[src/rtl/mmu_table_walker_pkg.sv]
// Shared widths, state/fault encodings and PTE address helpers for the
// two-level page-table walker.
package mmu_table_walker_pkg;

  localparam int VA_TAG_W = 18;
  localparam int TID_W    = 14;
  localparam int FLAGS_W  = 14;
  localparam int PPN_W    = 18;
  localparam int PTBR_W   = 22;

  typedef enum logic [2:0] {
    ST_IDLE    = 3'd0,
    ST_L1_REQ  = 3'd1,
    ST_L1_WAIT = 3'd2,
    ST_L2_REQ  = 3'd3,
    ST_L2_WAIT = 3'd4,
    ST_DONE    = 3'd5
  } walk_state_e;

  typedef enum logic [1:0] {
    FAULT_NONE    = 2'd0,
    FAULT_L1      = 2'd1,
    FAULT_L2      = 2'd2,
    FAULT_TIMEOUT = 2'd3
  } fault_e;

  function automatic logic [31:0] l1_pte_addr(input logic [PTBR_W-1:0] base,
                                              input logic [7:0] l1_idx);
    return {base, l1_idx, 2'b00};
  endfunction

  function automatic logic [31:0] l2_pte_addr(input logic [19:0] base,
                                              input logic [9:0] l2_idx);
    return {base, l2_idx, 2'b00};
  endfunction

endpackage

[src/rtl/mmu_table_walker_if.sv]
// Miss request, memory read port, TLB fill port and completion signals of the
// walker; master = walker side, slave = requester/memory/TLB side.
interface mmu_table_walker_if;
  import mmu_table_walker_pkg::*;

  logic                iREMOVE;
  logic                iREQ_VALID;
  logic                oREQ_BUSY;
  logic [VA_TAG_W-1:0] iREQ_ADDR;
  logic [TID_W-1:0]    iREQ_TID;
  logic [31:0]         iPTBR;
  logic                oMEM_REQ;
  logic                iMEM_BUSY;
  logic [31:0]         oMEM_ADDR;
  logic                iMEM_VALID;
  logic [31:0]         iMEM_DATA;
  logic                oTLB_WR_REQ;
  logic [VA_TAG_W-1:0] oTLB_WR_ADDR;
  logic [TID_W-1:0]    oTLB_WR_TID;
  logic [FLAGS_W-1:0]  oTLB_WR_FLAGS;
  logic [PPN_W-1:0]    oTLB_WR_PHYS_ADDR;
  logic                oDONE_VALID;
  logic                oDONE_FAULT;
  logic [1:0]          oDONE_FAULT_LEVEL;
  logic [FLAGS_W-1:0]  oDONE_FLAGS;
  logic [PPN_W-1:0]    oDONE_PHYS_ADDR;

  modport master (
    input  iREMOVE, iREQ_VALID, iREQ_ADDR, iREQ_TID, iPTBR,
           iMEM_BUSY, iMEM_VALID, iMEM_DATA,
    output oREQ_BUSY, oMEM_REQ, oMEM_ADDR,
           oTLB_WR_REQ, oTLB_WR_ADDR, oTLB_WR_TID, oTLB_WR_FLAGS, oTLB_WR_PHYS_ADDR,
           oDONE_VALID, oDONE_FAULT, oDONE_FAULT_LEVEL, oDONE_FLAGS, oDONE_PHYS_ADDR
  );

  modport slave (
    output iREMOVE, iREQ_VALID, iREQ_ADDR, iREQ_TID, iPTBR,
           iMEM_BUSY, iMEM_VALID, iMEM_DATA,
    input  oREQ_BUSY, oMEM_REQ, oMEM_ADDR,
           oTLB_WR_REQ, oTLB_WR_ADDR, oTLB_WR_TID, oTLB_WR_FLAGS, oTLB_WR_PHYS_ADDR,
           oDONE_VALID, oDONE_FAULT, oDONE_FAULT_LEVEL, oDONE_FLAGS, oDONE_PHYS_ADDR
  );

endinterface

[src/rtl/mmu_table_walker_watchdog.sv]
// Memory-response watchdog: saturating up-counter, expired at all-ones.
module mmu_table_walker_watchdog #(
  parameter int TIMEOUT_N = 8
) (
  input  logic iCLOCK,
  input  logic inRESET,
  input  logic clr_i,
  input  logic en_i,
  output logic expired_o
);

  logic [TIMEOUT_N-1:0] count_q;

  assign expired_o = &count_q;

  always_ff @(posedge iCLOCK or negedge inRESET) begin
    if (!inRESET)                 count_q <= '0;
    else if (clr_i)               count_q <= '0;
    else if (en_i && !expired_o)  count_q <= count_q + 1'b1;
  end

endmodule

[src/rtl/mmu_table_walker.sv]
// Two-level hardware page-table walker: refills the TLB on a miss and reports
// the translation or a fault to the requester.
//  state   | meaning
//  IDLE    | waiting for a miss (busy while a dropped response is pending)
//  L1_REQ  | L1 PTE read presented to memory
//  L1_WAIT | waiting for the L1 PTE
//  L2_REQ  | L2 PTE read presented to memory
//  L2_WAIT | waiting for the L2 PTE
//  DONE    | one cycle: launch done pulse / TLB fill
module mmu_table_walker
  import mmu_table_walker_pkg::*;
#(
  parameter int TIMEOUT_N     = 8,
  parameter int PTE_VALID_BIT = 0
) (
  input logic               iCLOCK,
  input logic               inRESET,
  mmu_table_walker_if.master bus
);

  walk_state_e         state_q, state_d;
  fault_e              fault_q, fault_d;
  logic                drop_q, drop_d;
  logic [VA_TAG_W-1:0] tag_q, tag_d;
  logic [TID_W-1:0]    tid_q, tid_d;
  logic [31:0]         pte_q, pte_d;
  logic                mem_req_q, mem_req_d;
  logic [31:0]         mem_addr_q, mem_addr_d;

  logic                done_valid_q, done_fault_q, tlb_wr_q;
  logic [1:0]          done_level_q;
  logic [FLAGS_W-1:0]  done_flags_q;
  logic [PPN_W-1:0]    done_phys_q;
  logic [VA_TAG_W-1:0] tlb_addr_q;
  logic [TID_W-1:0]    tlb_tid_q;

  logic in_wait, in_req, next_wait, wd_clr, wd_en, wd_expired;
  logic done_fire, success;

  assign in_wait   = (state_q == ST_L1_WAIT) || (state_q == ST_L2_WAIT);
  assign in_req    = (state_q == ST_L1_REQ)  || (state_q == ST_L2_REQ);
  assign next_wait = (state_d == ST_L1_WAIT) || (state_d == ST_L2_WAIT);
  assign wd_clr    = (in_req && next_wait) || (drop_d && !drop_q);
  assign wd_en     = (in_wait || drop_q) && !bus.iMEM_VALID;

  mmu_table_walker_watchdog #(.TIMEOUT_N(TIMEOUT_N)) u_watchdog (
    .iCLOCK    (iCLOCK),
    .inRESET   (inRESET),
    .clr_i     (wd_clr),
    .en_i      (wd_en),
    .expired_o (wd_expired)
  );

  always_comb begin
    state_d    = state_q;
    fault_d    = fault_q;
    drop_d     = drop_q;
    tag_d      = tag_q;
    tid_d      = tid_q;
    pte_d      = pte_q;
    mem_req_d  = mem_req_q;
    mem_addr_d = mem_addr_q;

    // The drop flag only ever lives outside the WAIT states.
    if (drop_q && (bus.iMEM_VALID || wd_expired)) drop_d = 1'b0;

    case (state_q)
      ST_IDLE: begin
        if (bus.iREQ_VALID && !drop_q) begin
          tag_d      = bus.iREQ_ADDR;
          tid_d      = bus.iREQ_TID;
          fault_d    = FAULT_NONE;
          mem_req_d  = 1'b1;
          mem_addr_d = l1_pte_addr(bus.iPTBR[31:10], bus.iREQ_ADDR[17:10]);
          state_d    = ST_L1_REQ;
        end
      end
      ST_L1_REQ, ST_L2_REQ: begin
        if (!bus.iMEM_BUSY) begin
          mem_req_d = 1'b0;
          state_d   = (state_q == ST_L1_REQ) ? ST_L1_WAIT : ST_L2_WAIT;
        end
      end
      ST_L1_WAIT: begin
        if (bus.iMEM_VALID) begin
          if (!bus.iMEM_DATA[PTE_VALID_BIT]) begin
            fault_d = FAULT_L1;
            state_d = ST_DONE;
          end else begin
            mem_req_d  = 1'b1;
            mem_addr_d = l2_pte_addr(bus.iMEM_DATA[31:12], tag_q[9:0]);
            state_d    = ST_L2_REQ;
          end
        end else if (wd_expired) begin
          fault_d = FAULT_TIMEOUT;
          drop_d  = 1'b1;
          state_d = ST_DONE;
        end
      end
      ST_L2_WAIT: begin
        if (bus.iMEM_VALID) begin
          pte_d   = bus.iMEM_DATA;
          fault_d = bus.iMEM_DATA[PTE_VALID_BIT] ? FAULT_NONE : FAULT_L2;
          state_d = ST_DONE;
        end else if (wd_expired) begin
          fault_d = FAULT_TIMEOUT;
          drop_d  = 1'b1;
          state_d = ST_DONE;
        end
      end
      ST_DONE: state_d = ST_IDLE;
      default: state_d = ST_IDLE;
    endcase

    // A read already accepted by memory will still answer; remember to swallow it.
    if (bus.iREMOVE) begin
      state_d    = ST_IDLE;
      mem_req_d  = 1'b0;
      mem_addr_d = '0;
      if (in_wait || (in_req && !bus.iMEM_BUSY)) drop_d = 1'b1;
    end
  end

  assign done_fire = (state_q == ST_DONE) && !bus.iREMOVE;
  assign success   = done_fire && (fault_q == FAULT_NONE);

  always_ff @(posedge iCLOCK or negedge inRESET) begin
    if (!inRESET) begin
      state_q      <= ST_IDLE;
      fault_q      <= FAULT_NONE;
      drop_q       <= 1'b0;
      tag_q        <= '0;
      tid_q        <= '0;
      pte_q        <= '0;
      mem_req_q    <= 1'b0;
      mem_addr_q   <= '0;
      done_valid_q <= 1'b0;
      done_fault_q <= 1'b0;
      done_level_q <= '0;
      done_flags_q <= '0;
      done_phys_q  <= '0;
      tlb_wr_q     <= 1'b0;
      tlb_addr_q   <= '0;
      tlb_tid_q    <= '0;
    end else begin
      state_q      <= state_d;
      fault_q      <= fault_d;
      drop_q       <= drop_d;
      tag_q        <= tag_d;
      tid_q        <= tid_d;
      pte_q        <= pte_d;
      mem_req_q    <= mem_req_d;
      mem_addr_q   <= mem_addr_d;
      done_valid_q <= done_fire;
      done_fault_q <= done_fire && (fault_q != FAULT_NONE);
      done_level_q <= done_fire ? fault_q : 2'd0;
      done_flags_q <= success ? pte_q[FLAGS_W-1:0] : '0;
      done_phys_q  <= success ? pte_q[31:32-PPN_W] : '0;
      tlb_wr_q     <= success;
      tlb_addr_q   <= success ? tag_q : '0;
      tlb_tid_q    <= success ? tid_q : '0;
    end
  end

  assign bus.oREQ_BUSY         = (state_q != ST_IDLE) || drop_q;
  assign bus.oMEM_REQ          = mem_req_q;
  assign bus.oMEM_ADDR         = mem_addr_q;
  assign bus.oTLB_WR_REQ       = tlb_wr_q;
  assign bus.oTLB_WR_ADDR      = tlb_addr_q;
  assign bus.oTLB_WR_TID       = tlb_tid_q;
  assign bus.oTLB_WR_FLAGS     = done_flags_q;
  assign bus.oTLB_WR_PHYS_ADDR = done_phys_q;
  assign bus.oDONE_VALID       = done_valid_q;
  assign bus.oDONE_FAULT       = done_fault_q;
  assign bus.oDONE_FAULT_LEVEL = done_level_q;
  assign bus.oDONE_FLAGS       = done_flags_q;
  assign bus.oDONE_PHYS_ADDR   = done_phys_q;

endmodule
[src/flat_wrapper.sv]
// flat-port wrapper written by rule: the top's interface ports become plain ports
module mmu_table_walker_flat import mmu_table_walker_pkg::*;
#(
  parameter int TIMEOUT_N     = 8,
  parameter int PTE_VALID_BIT = 0
)
  (iCLOCK, inRESET, bus_iREMOVE, bus_iREQ_VALID, bus_iREQ_ADDR, bus_iREQ_TID, bus_iPTBR, bus_iMEM_BUSY, bus_iMEM_VALID, bus_iMEM_DATA, bus_oREQ_BUSY, bus_oMEM_REQ, bus_oMEM_ADDR, bus_oTLB_WR_REQ, bus_oTLB_WR_ADDR, bus_oTLB_WR_TID, bus_oTLB_WR_FLAGS, bus_oTLB_WR_PHYS_ADDR, bus_oDONE_VALID, bus_oDONE_FAULT, bus_oDONE_FAULT_LEVEL, bus_oDONE_FLAGS, bus_oDONE_PHYS_ADDR);
  mmu_table_walker_if bus_i ();
  input logic iCLOCK;
  input logic inRESET;
  input wire logic [$bits(bus_i.iREMOVE)-1:0] bus_iREMOVE;
  input wire logic [$bits(bus_i.iREQ_VALID)-1:0] bus_iREQ_VALID;
  input wire logic [$bits(bus_i.iREQ_ADDR)-1:0] bus_iREQ_ADDR;
  input wire logic [$bits(bus_i.iREQ_TID)-1:0] bus_iREQ_TID;
  input wire logic [$bits(bus_i.iPTBR)-1:0] bus_iPTBR;
  input wire logic [$bits(bus_i.iMEM_BUSY)-1:0] bus_iMEM_BUSY;
  input wire logic [$bits(bus_i.iMEM_VALID)-1:0] bus_iMEM_VALID;
  input wire logic [$bits(bus_i.iMEM_DATA)-1:0] bus_iMEM_DATA;
  output wire logic [$bits(bus_i.oREQ_BUSY)-1:0] bus_oREQ_BUSY;
  output wire logic [$bits(bus_i.oMEM_REQ)-1:0] bus_oMEM_REQ;
  output wire logic [$bits(bus_i.oMEM_ADDR)-1:0] bus_oMEM_ADDR;
  output wire logic [$bits(bus_i.oTLB_WR_REQ)-1:0] bus_oTLB_WR_REQ;
  output wire logic [$bits(bus_i.oTLB_WR_ADDR)-1:0] bus_oTLB_WR_ADDR;
  output wire logic [$bits(bus_i.oTLB_WR_TID)-1:0] bus_oTLB_WR_TID;
  output wire logic [$bits(bus_i.oTLB_WR_FLAGS)-1:0] bus_oTLB_WR_FLAGS;
  output wire logic [$bits(bus_i.oTLB_WR_PHYS_ADDR)-1:0] bus_oTLB_WR_PHYS_ADDR;
  output wire logic [$bits(bus_i.oDONE_VALID)-1:0] bus_oDONE_VALID;
  output wire logic [$bits(bus_i.oDONE_FAULT)-1:0] bus_oDONE_FAULT;
  output wire logic [$bits(bus_i.oDONE_FAULT_LEVEL)-1:0] bus_oDONE_FAULT_LEVEL;
  output wire logic [$bits(bus_i.oDONE_FLAGS)-1:0] bus_oDONE_FLAGS;
  output wire logic [$bits(bus_i.oDONE_PHYS_ADDR)-1:0] bus_oDONE_PHYS_ADDR;
  assign bus_i.iREMOVE = bus_iREMOVE;
  assign bus_i.iREQ_VALID = bus_iREQ_VALID;
  assign bus_i.iREQ_ADDR = bus_iREQ_ADDR;
  assign bus_i.iREQ_TID = bus_iREQ_TID;
  assign bus_i.iPTBR = bus_iPTBR;
  assign bus_i.iMEM_BUSY = bus_iMEM_BUSY;
  assign bus_i.iMEM_VALID = bus_iMEM_VALID;
  assign bus_i.iMEM_DATA = bus_iMEM_DATA;
  assign bus_oREQ_BUSY = bus_i.oREQ_BUSY;
  assign bus_oMEM_REQ = bus_i.oMEM_REQ;
  assign bus_oMEM_ADDR = bus_i.oMEM_ADDR;
  assign bus_oTLB_WR_REQ = bus_i.oTLB_WR_REQ;
  assign bus_oTLB_WR_ADDR = bus_i.oTLB_WR_ADDR;
  assign bus_oTLB_WR_TID = bus_i.oTLB_WR_TID;
  assign bus_oTLB_WR_FLAGS = bus_i.oTLB_WR_FLAGS;
  assign bus_oTLB_WR_PHYS_ADDR = bus_i.oTLB_WR_PHYS_ADDR;
  assign bus_oDONE_VALID = bus_i.oDONE_VALID;
  assign bus_oDONE_FAULT = bus_i.oDONE_FAULT;
  assign bus_oDONE_FAULT_LEVEL = bus_i.oDONE_FAULT_LEVEL;
  assign bus_oDONE_FLAGS = bus_i.oDONE_FLAGS;
  assign bus_oDONE_PHYS_ADDR = bus_i.oDONE_PHYS_ADDR;
  mmu_table_walker #(.TIMEOUT_N(TIMEOUT_N), .PTE_VALID_BIT(PTE_VALID_BIT)) u_core (.iCLOCK(iCLOCK), .inRESET(inRESET), .bus(bus_i));
endmodule
[config.mk]
export PLATFORM = sky130hd
export DESIGN_NAME = mmu_table_walker_flat
export DESIGN_NICKNAME = d
export VERILOG_FILES = /design/src/rtl/mmu_table_walker_pkg.sv /design/src/rtl/mmu_table_walker_if.sv /design/src/rtl/mmu_table_walker_watchdog.sv /design/src/rtl/mmu_table_walker.sv /design/src/flat_wrapper.sv
export SDC_FILE = /design/constraint.sdc
export NUM_CORES = 1
export LEC_CHECK = 0
export CORE_UTILIZATION = 35
export CTS_CLUSTER_DIAMETER = 150
export CTS_CLUSTER_SIZE = 30
export DETAILED_ROUTE_END_ITERATION = 16
export PLACE_DENSITY = 0.71
export SLEW_MARGIN = 20
export SYNTH_ARGS = -nofsm -noshare
export SYNTH_HDL_FRONTEND = slang
export SYNTH_SLANG_ARGS = --single-unit
[constraint.sdc]
create_clock -name iCLOCK -period 4.25 [get_ports iCLOCK]
set_clock_uncertainty 0.15 [all_clocks]
set_input_delay 0.425 -clock iCLOCK [delete_from_list [all_inputs] [get_ports iCLOCK]]
set_output_delay 0.425 -clock iCLOCK [all_outputs]
set_load 0.01 [all_outputs]
# Word-level counts from Yosys, hierarchy flattened
# Index checks and enable logic that the tools add are counted.
[word_totals]
ff_bits = 180
in_bits = 102
out_inout_bits = 135
wordCells = 110
[classes]
add_sub_neg = 1
n_eq_ne = 13
n_mux = 40
n_reduce_logical = 39
[op_table]
columns = ["operator", "n"]
rows = [
  ["$mux 32", 4],
  ["$pmux 32 s2", 1],
  ["$mux 18", 2],
  ["$mux 14", 2],
  ["$mux 3", 8],
  ["$mux 8", 2],
  ["$mux 2", 7],
  ["$ne 3x3->1 const B", 4],
  ["$pmux 3 s4", 1],
  ["$mux 1", 11],
  ["$logic_and 1x1->1", 10],
  ["$eq 3x2->1 const B", 3],
  ["$eq 3x3->1 const B", 3],
  ["$reduce_bool 3->1", 3],
  ["$add 8x1->8 const B", 1],
  ["$logic_or 1x1->1", 8],
  ["$reduce_and 8->1", 1],
  ["$pmux 2 s3", 1],
  ["$logic_not 1->1", 5],
  ["$reduce_and 5->1", 1],
  ["$reduce_and 2->1", 2],
  ["$reduce_and 4->1", 1],
  ["$reduce_bool 2->1", 2],
  ["$reduce_bool 4->1", 1],
  ["8 further kinds", 9],
]

# Longest topological paths before layout
[logic_depth]
word_depth = 12
mapped_depth = 6
ltp_nobuf = 5

# By module
# A second synthesis with hierarchy kept.
[hier_totals]
cells_unflattened = 554
hier_area_um2 = 7053.0
[by_module_without_submodules]
columns = ["module", "n_inst", "cells_each", "area_per_inst_um2", "seq_area_each_um2"]
rows = [
  ["mmu_table_walker", 1, 509, 6577.6, 4254.1],
  ["mmu_table_walker_watchdog", 1, 45, 475.5, 200.2],
]

# Worst setup path after synthesis
# OpenSTA, ideal clock, no wires.
[synth_timing]
path_type = "register to register"
startpoint = "register u_core.state_q[0]"
endpoint = "register u_core.pte_q[10]"
arrival_time_ns = 1.515
required_time_ns = 3.975
setup_slack_ns = 2.460
stages_incl_launch_ff = 6
synth_period_minus_slack_ns = 1.790
cell_sequence = "dfrtp_1 > buf_2 > nor4bb_1 > buf_2 > buf_2 > mux2_2"
[synth_via]
elab_chain_len = 2
[synth_lines]
columns = ["item", "line", "source"]
rows = [
  ["start: declaration", "mmu_table_walker.sv:21", "walk_state_e state_q, state_d;"],
  ["start signal: assignment", "mmu_table_walker.sv:146", "state_q <= state_d;"],
  ["$eq 3x3->1", "mmu_table_walker.sv:67", "case (state_q)"],
  ["$reduce_and 2->1 (no line)", "n/a", ""],
  ["end signal: assignment", "mmu_table_walker.sv:151", "pte_q <= pte_d;"],
  ["end: declaration", "mmu_table_walker.sv:26", "logic [31:0] pte_q, pte_d;"],
]
# No other way between the ends.
# A chain may end at the register's enable or synchronous reset.

# Worst setup path in the final report
[layout_timing]
startpoint = "input bus_iMEM_VALID"
endpoint = "register u_core.mem_addr_q[25] (netlist: u_core.bus.oMEM_ADDR[25])"
[layout_via]
elab_chain_len = 2
[layout_lines]
columns = ["item", "line", "source"]
rows = [
  ["start: declaration", "flat_wrapper.sv:17", "input wire logic [$bits(bus_i.iMEM_VALID)-1:0] bus_iMEM_VALID;"],
  ["$ne 3x3->1 (no line)", "n/a", ""],
  ["$reduce_and 4->1 (no line)", "n/a", ""],
  ["end signal: assignment", "mmu_table_walker.sv:153", "mem_addr_q <= mem_addr_d;"],
  ["end: declaration", "mmu_table_walker.sv:28", "logic [31:0] mem_addr_q, mem_addr_d;"],
]
# No other way between the ends.

==> results_dict.tcl <==
set metrics [dict create \
    number_of_different_library_cells_in_the_post_synthesis_netlist 49 \
    grt_overflow_total 0 \
    setup_tns_ns 0 \
    max-clock-path-buffers 2 \
    rows 52 \
    power_frac_seq 0.484 \
    cts_buffers 17 \
    detail_route.vias_per_cell 4.76 \
    worstRegToRegCells 5 \
    p_int_mw 3.20 \
    post_synth_instance_area_um2 7300 \
    final.period_utilization 0.609 \
    first_global_vias 5097 \
    drt_iter0_drc 193 \
    initial_utilization 0.359 \
    combinationalPowerShare 0.177 \
    clock_tree_from_tritoncts "done" \
    critical_path.max_fanout 22 \
    worst_setup_path_start_kind "primary input" \
    fraction_of_final_layout_cells_sized_beyond_drive_strength_1 0.150 \
    finalWorstPathRequiredPeriod_ns 2.59 \
    p_r_area_growth_vs_syn_pct 38.8 \
    setup_viol 0 \
    drc 0 \
    final-hold-violation-count 0 \
    grt_max_degree 77 \
    ir_drop_mv 0.259 \
    portBuffers 224 \
    gpl.final_weighted_congestion 0.768 \
    antenna_violating_nets_left 0 \
    firstDrtPassIters 4 \
    power_density_nw_per_um2 434 \
    number_of_antenna_violations_at_the_first_check_in_global_routing 0 \
    top_reg_cell_synth "sky130_fd_sc_hd__dfrtp_1" \
    synthMostInstantiatedCell "sky130_fd_sc_hd__dfrtp_1" \
    clkSlewWorstSetupHoldPaths_ns 0.07 \
    count_of_flip_flops_with_a_built_in_enable_after_synthesis 0 \
    global_route_wire_length_before_repair_um 27100 \
    cell_type_with_the_largest_total_area_after_synthesis "sky130_fd_sc_hd__dfrtp_1" \
    cp_cell_instances "clkdlybuf4s50_1 -> nand3_1 -> a21boi_4 -> buf_4 -> nor2_1 -> a211oi_1" \
    register_area_um2 4450 \
    synth_seq_area_share 0.610 \
    htree_num_levels 4 \
    floorplan.die_area_um2 21400 \
    fill_cells 1813 \
    slew-limit-headroom 0.412 \
    clockPowerShare 0.340 \
    post_layout_nonfiller_instances 1036 \
    die_h_um 146 \
    netlist_top_cells_area "sky130_fd_sc_hd__dfrtp_1 (61%), sky130_fd_sc_hd__mux2_2 (10%), sky130_fd_sc_hd__and2_1 (5.7%)" \
    diodes 0 \
    vias 4928 \
    rsz0062_at_grt "false" \
    run_status "complete, no violations" \
    switching_power_of_the_nets_mw 1.19 \
    timing.final.max_slew_violations 0 \
    path_type_of_the_worst_setup_path "in2reg" \
    worst_setup_path_end_kind "flop" \
    place.detailed.instances 1003 \
    finish.net_count 856 \
    postLayoutCellArea_um2 10100 \
    synth.top_cell.area_share 0.610 \
    hold_path_class "reg2reg" \
    leakagePower_nw 4.36 \
    post_synth.cell_area_avg_um2 12.9 \
    cts.sink_count 178 \
    max_cap_viol_count 0 \
    synth_async_sr_flop_share 1.00 \
    hold-path-cell-count 1 \
    gr-usage-all-layers 0.163 \
    tightest_slew_ns 0.881 \
    ctsRootBufferMaster "sky130_fd_sc_hd__clkbuf_16" \
    worst_skew_pair.late_latency_ns 0.42 \
    ios 237 \
    synthCells 566 \
    drt-wirelength-per-cell_um 16.1 \
    cts_repair_resize_count 0 \
    switching_share 0.271 \
    chipWidth_um 146 \
    hpwl_after_detailed_placement_um 11500 \
    synth_common_cells "sky130_fd_sc_hd__dfrtp_1 (178), sky130_fd_sc_hd__and2_1 (66), sky130_fd_sc_hd__mux2_2 (66)" \
    fmaxAchievable_mhz 387 \
    seq_cells_post_synth 178 \
    ys.warnings.count 0 \
    post_cts_hold_buffer_count 1 \
    placeableCoreArea_um2 20400 \
    multi_input_combinational_cell_area_um2 2440 \
    dpl_cell_area_um2 9570 \
    post_cts.repair.setup_buffers 0 \
    timing.critical_path.required_ns 4.42 \
    critical_path.slowest_cell "sky130_fd_sc_hd__clkdlybuf4s50_1" \
    drt_wl_total_um 16700 \
    critical-path-max-stage-delay_ns 0.80 \
    critPathArrivalTime_ns 2.75 \
]
layout by cell type, fill, tap and decap left out, drive strengths merged, types with 2 or more instances in the layout:
master         count
a211oi            32
a21oi              9
a22oi              2
a31oi              4
and2              66
and3               3
buf               10
clkbuf            18
clkdlybuf4s50    222
clkinvlp           7
conb               2
dfrtp            178
inv               12
mux2              66
mux2i             31
nand2              3
nand2b             3
nand3              7
nand4              2
nor2              38
nor2b              3
nor3               8
nor4               3
nor4b              2
o21a               2
o21ai              9
o32a               3
or3b               2
worst paths after layout:
| check | from | to | slack, ns |
|---|---|---|---|
| hold / removal | u_core.pte_q[1]$_DFFE_PN0P_ | u_core.bus.oDONE_FLAGS[1]$_DFF_PN0_ | 0.31 |
| hold reg to reg | u_core.pte_q[1]$_DFFE_PN0P_ | u_core.bus.oDONE_FLAGS[1]$_DFF_PN0_ | 0.31 |
| setup / recovery | bus_iMEM_VALID | u_core.bus.oMEM_ADDR[25]$_DFFE_PN0P_ | 1.66 |
| min in group asynchronous | inRESET | u_core.bus.oMEM_ADDR[25]$_DFFE_PN0P_ | 0.41 |
| max in group asynchronous | inRESET | u_core.bus.oMEM_ADDR[3]$_DFFE_PN0P_ | 2.60 |
| setup reg to reg | u_core.state_q[1]$_DFF_PN0_ | u_core.bus.oMEM_ADDR[25]$_DFFE_PN0P_ | 1.66 |
flip-flops by register name, summed over array words and instances (netlist names):
register and count:
u_core.bus.oDONE_FAULT 1, u_core.bus.oDONE_FAULT_LEVEL 2, u_core.bus.oDONE_FLAGS 14, u_core.bus.oDONE_PHYS_ADDR 18
u_core.bus.oDONE_VALID 1, u_core.bus.oMEM_ADDR 30, u_core.bus.oMEM_REQ 1, u_core.bus.oTLB_WR_ADDR 18
u_core.bus.oTLB_WR_REQ 1, u_core.bus.oTLB_WR_TID 14, u_core.drop_q 1, u_core.fault_q 2
u_core.pte_q 32, u_core.state_q 3, u_core.tag_q 18, u_core.tid_q 14
u_core.u_watchdog.count_q 8
power groups by stage:
stage	Combinational (mW)	Sequential, mW	Clock (mW)
2_1_floorplan	0.457	2.14	0
3_3_place_gp	0.769	2.15	0
3_5_place_dp	0.788	2.16	0
4_1_cts	0.791	2.13	1.54
5_1_grt	0.854	2.17	1.61
6_report	0.777	2.13	1.49
layout make-up:
class                   count  area share
clock buffers              18      0.0433
flip-flops and latches    178       0.439
clock inverters            14      0.0117
inverters                   6     0.00222
well taps                 270      0.0333
multi-input cells         317       0.241
repair buffers            233       0.229
kinds of logic (layout without fill, tap and decap cells):
family / Yosys count / count (layout) / synth area share
and+or+nand+nor: 143 / 143 / 0.110
xor gates and xnor gates: 2 / 2 / 0.00240
muxes: 97 / 97 / 0.144
DFF: 178 / 178 / 0.610
buffers and inverters: 72 / 271 / 0.0605
AOI/OAI and AO/OA: 72 / 72 / 0.0708
adders and majority gates: 1 / 1 / 0.00171
other: 1 / 2 / 0.000514
critical path, delay by kind of cell:
kind / cells / cell delay (ns)
AOI/OAI and AO/OA: 2 / 0.85
buffers and inverters: 2 / 1.15
and+or+nand+nor: 2 / 0.33
per-stage QoR:
stage	power, mW	setup slack (ns)	hold WS [ns]	utilization
finish	4.40	1.66	0.313	0.498
global route	4.63	1.47	0.329	0.498
CTS	4.46	1.65	0.316	0.498
detailed placement	2.95	1.23	0.311	0.470
global placement	2.92	1.27	0.305	0.470
floorplan	2.60	2.46	-0.0206	-
metal layers:
layer  GRT usage  vias to the layer above  share of wire
li1            -                     2314              -
met1       0.199                     2403           0.43
met2       0.257                      195           0.46
met3      0.0650                       16          0.094
met4      0.0688                        0          0.017
met5           0                        -              0
(Power assumes the default switching activity.)
